<file path="src/rtl/sdram_req_queue.sv">
// Host request FIFO feeding sdram_controller one command at a time, holding each until granted.
// Read data comes back to the host as a one-cycle strobe; a read that never returns data yields an error strobe.
module sdram_req_queue #(
  parameter int ADDR_W     = 24,
  parameter int DATA_W     = 8,
  parameter int DEPTH      = 4,
  parameter int RD_TIMEOUT = 16
) (
  input  logic                   clk,
  input  logic                   reset_,
  input  logic                   host_valid,
  output logic                   host_ready,
  input  logic                   host_we,
  input  logic [ADDR_W-1:0]      host_addr,
  input  logic [DATA_W-1:0]      host_wdata,
  output logic                   resp_valid,
  output logic [DATA_W-1:0]      resp_data,
  output logic                   resp_err,
  output logic [$clog2(DEPTH):0] level,
  output logic                   busy,
  output logic                   rd_req,
  output logic                   wr_req,
  output logic [ADDR_W-1:0]      in_addr,
  output logic [DATA_W-1:0]      wr_data,
  output logic [1:0]             bank_addr,
  input  logic                   rd_gnt,
  input  logic                   wr_gnt,
  input  logic                   rd_data_valid,
  input  logic [DATA_W-1:0]      rd_data
);
  localparam int PW = $clog2(DEPTH);
  localparam int TW = $clog2(RD_TIMEOUT + 1);
  localparam int EW = 1 + ADDR_W + DATA_W;
  localparam logic [PW:0]   FULL_LVL = (PW+1)'(DEPTH);
  localparam logic [TW-1:0] T_LAST   = TW'(RD_TIMEOUT - 1);

  typedef enum logic [1:0] {Q_IDLE, Q_ISSUE, Q_WAIT_DATA} state_t;

  state_t              state_q, state_d;
  logic [EW-1:0]       mem [DEPTH];
  logic [PW-1:0]       wr_ptr, rd_ptr;
  logic                ready_en;
  logic                push, pop;
  logic [EW-1:0]       head;
  logic [TW-1:0]       timer_q, timer_d;
  logic                rd_req_d, wr_req_d, resp_valid_d, resp_err_d;
  logic [ADDR_W-1:0]   in_addr_d;
  logic [DATA_W-1:0]   wr_data_d, resp_data_d;

  // ready_en keeps host_ready low until the first clock after reset release
  assign host_ready = ready_en && (level < FULL_LVL);
  assign push       = host_valid && host_ready;
  assign head       = mem[rd_ptr];
  assign bank_addr  = in_addr[ADDR_W-1 -: 2];
  assign busy       = (level != '0) || (state_q != Q_IDLE);

  always_ff @(posedge clk) begin
    if (push) mem[wr_ptr] <= {host_we, host_addr, host_wdata};
  end

  always_ff @(posedge clk or negedge reset_) begin
    if (!reset_) begin
      wr_ptr   <= '0;
      rd_ptr   <= '0;
      level    <= '0;
      ready_en <= 1'b0;
    end else begin
      ready_en <= 1'b1;
      if (push) wr_ptr <= wr_ptr + 1'b1;
      if (pop)  rd_ptr <= rd_ptr + 1'b1;
      case ({push, pop})
        2'b10:   level <= level + 1'b1;
        2'b01:   level <= level - 1'b1;
        default: level <= level;
      endcase
    end
  end

  // The head entry stays in the FIFO until its grant, so level counts the in-flight command
  always_comb begin
    state_d      = state_q;
    timer_d      = timer_q;
    rd_req_d     = rd_req;
    wr_req_d     = wr_req;
    in_addr_d    = in_addr;
    wr_data_d    = wr_data;
    resp_valid_d = 1'b0;
    resp_err_d   = 1'b0;
    resp_data_d  = '0;
    pop          = 1'b0;
    case (state_q)
      Q_IDLE: begin
        if (level != '0) begin
          in_addr_d = head[ADDR_W+DATA_W-1:DATA_W];
          wr_data_d = head[DATA_W-1:0];
          wr_req_d  = head[EW-1];
          rd_req_d  = !head[EW-1];
          state_d   = Q_ISSUE;
        end
      end
      Q_ISSUE: begin
        if (wr_req && wr_gnt) begin
          wr_req_d = 1'b0;
          pop      = 1'b1;
          state_d  = Q_IDLE;
        end else if (rd_req && rd_gnt) begin
          rd_req_d = 1'b0;
          pop      = 1'b1;
          timer_d  = '0;
          state_d  = Q_WAIT_DATA;
        end
      end
      Q_WAIT_DATA: begin
        if (rd_data_valid) begin
          resp_valid_d = 1'b1;
          resp_data_d  = rd_data;
          state_d      = Q_IDLE;
        end else if (timer_q == T_LAST) begin
          resp_valid_d = 1'b1;
          resp_err_d   = 1'b1;
          state_d      = Q_IDLE;
        end else begin
          timer_d = timer_q + 1'b1;
        end
      end
      default: state_d = Q_IDLE;
    endcase
  end

  always_ff @(posedge clk or negedge reset_) begin
    if (!reset_) begin
      state_q    <= Q_IDLE;
      timer_q    <= '0;
      rd_req     <= 1'b0;
      wr_req     <= 1'b0;
      in_addr    <= '0;
      wr_data    <= '0;
      resp_valid <= 1'b0;
      resp_err   <= 1'b0;
      resp_data  <= '0;
    end else begin
      state_q    <= state_d;
      timer_q    <= timer_d;
      rd_req     <= rd_req_d;
      wr_req     <= wr_req_d;
      in_addr    <= in_addr_d;
      wr_data    <= wr_data_d;
      resp_valid <= resp_valid_d;
      resp_err   <= resp_err_d;
      resp_data  <= resp_data_d;
    end
  end
endmodule

</file>
<file path="config.mk">
export PLATFORM = sky130hd
export DESIGN_NAME = sdram_req_queue
export DESIGN_NICKNAME = d
export VERILOG_FILES = /design/src/rtl/sdram_req_queue.sv
export SDC_FILE = /design/constraint.sdc
export NUM_CORES = 1
export LEC_CHECK = 0
export ABC_AREA = 0
export BUFFER_PORTS_ARGS = -buffer_cell sky130_fd_sc_hd__buf_2
export CORE_UTILIZATION = 55
export DETAILED_ROUTE_END_ITERATION = 7
export HOLD_SLACK_MARGIN = 0.05
export PLACE_DENSITY = 0.77
export REMOVE_ABC_BUFFERS = 1
export SLEW_MARGIN = 10
export SYNTH_ARGS = -nofsm -noshare
export SYNTH_HDL_FRONTEND = slang
export SYNTH_SLANG_ARGS = --single-unit
</file>
<file path="constraint.sdc">
create_clock -name clk -period 3.85 [get_ports clk]
set_input_delay 0.5775 -clock clk [delete_from_list [all_inputs] [get_ports clk]]
set_output_delay 0.5775 -clock clk [all_outputs]
set_load 0.01 [all_outputs]
</file>
==> flow_summary.rst <==
.. list-table::
   :header-rows: 1

   * - Metric
     - Value
   * - Largest net degree at the start of global routing
     - 36
   * - Actual slew at the worst max-slew pin
     - 0.9567 ns
   * - Post-placement worst setup slack
     - 1.592 ns
   * - Initial antenna violation count
     - 1
   * - Dpl cells
     - 614
   * - Share of the yosys chip area belonging to registers
     - 0.7529
   * - Part of the total power dissipated in combinational logic
     - 0.249
   * - Final-report max-slew violation count
     - 0
   * - Count of cell instances traversed by the critical path
     - 3
   * - Die Area
     - 13,600 um2
   * - Most common cell after layout, fill and taps aside
     - sky130_fd_sc_hd__edfxtp_1
   * - Worst min-delay path category
     - input pin to asynchronous set/reset pin
   * - Clock network latency to the later pin of the worst-skew pair
     - 0.42 ns
   * - Mean instance size in the synthesized netlist
     - 20.18 um2
   * - Number of enable-type register cells in the synthesized netlist
     - 132
   * - Post-route total power
     - 6.383 mW
   * - Switching power of the nets
     - 1.766 mW
   * - Cell at the slowest stage of the critical path
     - sky130_fd_sc_hd__dfrtp_2
   * - Part of the power in registers
     - 0.463
   * - Power share of the clock group
     - 0.289
   * - CTS clock-pin slew for the worst setup and hold paths
     - 0.06 ns
   * - List of cells traversed by the critical path
     - buf_4 > mux4_1 > mux2_2
   * - Maximum net fanout on the critical path
     - 28
   * - Placer's final routability congestion estimate
     - 0.7361
   * - Buffers inserted by post-CTS timing repair
     - 0
   * - Routed wire per std cell
     - 18.79 um
   * - Tcrit/Tclk final
     - 0.5729
   * - Unique cell type count in the Yosys netlist
     - 36
   * - Residual DRC count
     - 0
   * - H-tree level count
     - 4
   * - Number of clock buffers inserted by TritonCTS
     - 17
   * - Post-cts resize count
     - 0
   * - Max frequency
     - 453.4 MHz
   * - Destination of the worst register-to-register timing path
     - wr_data[1]$_DFFE_PN0P_
   * - Setup TNS
     - 0 ns
   * - Cell Pwr Density
     - 752.3 nW/um2
   * - Max Clock Skew
     - 0.006501 ns
   * - Max-Slew Margin vs Limit
     - 0.3622
   * - Chip Width
     - 116.6 um
   * - Height of the die
     - 116.6 um
   * - Final period demand of the worst path
     - 2.206 ns
   * - Net switching fraction of the power
     - 0.2767
   * - Category of the worst setup path launch point
     - flip-flop
   * - Fraction of final layout cells sized beyond drive strength 1
     - 0.4262
   * - Outcome
     - finished clean
   * - Number of endpoints with negative hold slack in the final report
     - 0
   * - TritonCTS Sinks
     - 191
   * - Termination of the worst setup path
     - wr_data[1]$_DFFE_PN0P_
   * - CP top delay family
     - flip-flops
   * - Clock root buffer
     - sky130_fd_sc_hd__clkbuf_16
   * - Startpoint of the lowest-slack register-to-register path
     - rd_ptr[0]$_DFFE_PN0P_
   * - Startpoint of the worst setup timing path
     - rd_ptr[0]$_DFFE_PN0P_
   * - Hold buffer count at CTS
     - 0
   * - Via count of the first global-routing pass
     - 3,741
   * - Signed area change from the synthesized netlist to the final layout
     - 17.42%
   * - Initial detailed-routing violation count
     - 234
   * - Fraction of synthesis flops using an asynchronous set or reset pin
     - 0.3089
   * - Leakage power summed over all cells
     - 3.239 nW
   * - Final Non-Filler Cells
     - 648
   * - Register bit count reported by yosys
     - 191
   * - CTS max path bufs
     - 2
   * - WP data arrival
     - 2.51 ns
   * - R2r worst-path depth
     - 3
   * - Critical Path Sink Type
     - flip-flop
   * - Number of nets in the finished design
     - 516
   * - Number of detailed-route iterations in the first pass
     - 4
   * - Top FF cell, synth
     - sky130_fd_sc_hd__edfxtp_1
   * - Initial Util
     - 0.5680
   * - Final HPWL from detailed placement
     - 7.350 mm
   * - Congestion Overflow GR
     - 0
   * - Number of buffers and inverters on the critical path
     - 1
   * - Final-layout worst hold slack
     - 0.2077 ns
   * - Synth warn
     - 0
   * - Via-to-Cell Ratio
     - 5.468
   * - Post-DRT Antenna Nets
     - 0
   * - Worst Path Required
     - 4.16 ns
   * - Routed Wire Length
     - 12.17 mm
   * - Highest-count cells in the layout ignoring fill and taps
     - sky130_fd_sc_hd__edfxtp_1 (132), sky130_fd_sc_hd__buf_2 (97), sky130_fd_sc_hd__dfrtp_1 (57), sky130_fd_sc_hd__mux2_2 (33), sky130_fd_sc_hd__mux4_2 (31)
   * - Number of instances in the synthesized netlist
     - 358
   * - Number of maximum-capacitance violations
     - 0
   * - Setup CP Type
     - flip-flop to flip-flop
   * - Total setup violations reported at the end of the flow
     - 0
   * - Delay of the slowest cell on the worst path
     - 0.95 ns
   * - Overall via count from detail_route
     - 3,543
   * - Final worst-path setup slack
     - 1.644 ns
   * - Netlist area before placement
     - 7226 um2
   * - RSZ-0062 raised after global routing
     - no
   * - Area of the core region
     - 12,720 um2
   * - Port bufs
     - 97
   * - Wire length of the first global-routing pass
     - 19.22 mm
   * - R2R Setup Slk
     - 1.64 ns
   * - Rows
     - 41
   * - CTS tree
     - yes
   * - IR drop worst, VDD
     - 0.0004286 V
   * - Top-level I/O count
     - 98
   * - Internal power summed over all cells
     - 4.617 mW
   * - Global router's overall resource usage
     - 0.2003
registers in the layout, summed over array words and instances (netlist names):
| register | cells |
|---|---|
| wr_req | 1 |
| wr_data | 8 |
| wr_ptr | 2 |
| rd_ptr | 2 |
| in_addr | 24 |
| rd_req | 1 |
| ready_en | 1 |
| resp_data | 8 |
| state_q | 2 |
| mem | 132 |
| timer_q | 5 |
| level | 3 |
| resp_valid | 1 |
| resp_err | 1 |
worst min path at each step:
stage	from	endpoint	slack, ns
after floorplan	reset_	in_addr[0]$_DFFE_PN0P_	0.28
after global placement	wr_data[0]$_DFFE_PN0P_	wr_data[0]$_DFFE_PN0P_	0.48
after detailed placement	wr_data[5]$_DFFE_PN0P_	wr_data[5]$_DFFE_PN0P_	0.49
after CTS	reset_	wr_data[3]$_DFFE_PN0P_	0.24
after global routing	reset_	in_addr[13]$_DFFE_PN0P_	0.26
final	reset_	in_addr[13]$_DFFE_PN0P_	0.21
metrics by stage:
step,area (um2),util
floorplan,7113,-
global route,8482,0.6667
detailed placement,7846,0.6167
global placement,7846,0.6167
CTS,8479,0.6665
finish,8484,0.6669
cells in the mapped netlist, types with 2 or more instances:
master / n / share of area
sky130_fd_sc_hd__edfxtp_1: 132 / 0.55
sky130_fd_sc_hd__dfrtp_1: 59 / 0.20
sky130_fd_sc_hd__mux2_2: 33 / 0.051
sky130_fd_sc_hd__mux4_2: 31 / 0.097
sky130_fd_sc_hd__nand2_1: 11 / 0.0057
sky130_fd_sc_hd__and2_1: 10 / 0.0087
sky130_fd_sc_hd__nor2_1: 8 / 0.0042
sky130_fd_sc_hd__ha_1: 7 / 0.012
sky130_fd_sc_hd__o21ai_0: 7 / 0.0048
sky130_fd_sc_hd__and3_1: 5 / 0.0043
sky130_fd_sc_hd__buf_4: 5 / 0.0052
sky130_fd_sc_hd__inv_1: 5 / 0.0026
sky130_fd_sc_hd__buf_6: 4 / 0.0062
sky130_fd_sc_hd__clkbuf_1: 4 / 0.0021
sky130_fd_sc_hd__xnor2_1: 4 / 0.0048
sky130_fd_sc_hd__a21oi_1: 3 / 0.0021
sky130_fd_sc_hd__a22o_1: 3 / 0.0036
sky130_fd_sc_hd__buf_2: 3 / 0.0021
sky130_fd_sc_hd__xor2_1: 3 / 0.0036
sky130_fd_sc_hd__mux4_1: 2 / 0.0073
sky130_fd_sc_hd__nand2b_1: 2 / 0.0017
sky130_fd_sc_hd__nand3_1: 2 / 0.0014
sky130_fd_sc_hd__nor2b_1: 2 / 0.0017
cell type report:
type / count / area, um2
timing repair buffer: 100 / 508.0
clock inverter: 10 / 158.9
fill: 887 / 4238
inverter: 5 / 18.77
sequential: 191 / 5443
antenna: 2 / 5.005
multi-input combinational: 146 / 1662
clock buffer: 22 / 474.2
tap: 172 / 215.2
layer usage:
metal	vias up	GRT usage	share of wire
li1	1592	-	-
met1	1816	0.2530	0.42
met2	121	0.3274	0.50
met3	14	0.05864	0.062
met4	0	0.08523	0.013
met5	-	0	0
logic make-up after synthesis:
| logic type | share of synthesized area |
|---|---|
| simple gates | 0.03550 |
| fa+ha+maj | 0.01489 |
| other cells | 0.0005190 |
| mux | 0.1553 |
| flops | 0.7529 |
| buf+inv | 0.01818 |
| xor+xnor | 0.008485 |
| compound gates | 0.01420 |
power by group through the flow:
stage,clock [mW],combinational [mW],sequential [mW]
after CTS,1.88,1.62,2.96
after floorplan,0,0.994,3.02
after global placement,0,1.55,2.99
after global routing,1.95,1.73,3.02
final,1.84,1.59,2.95
after detailed placement,0,1.61,3.00
(Power assumes the default switching activity.)
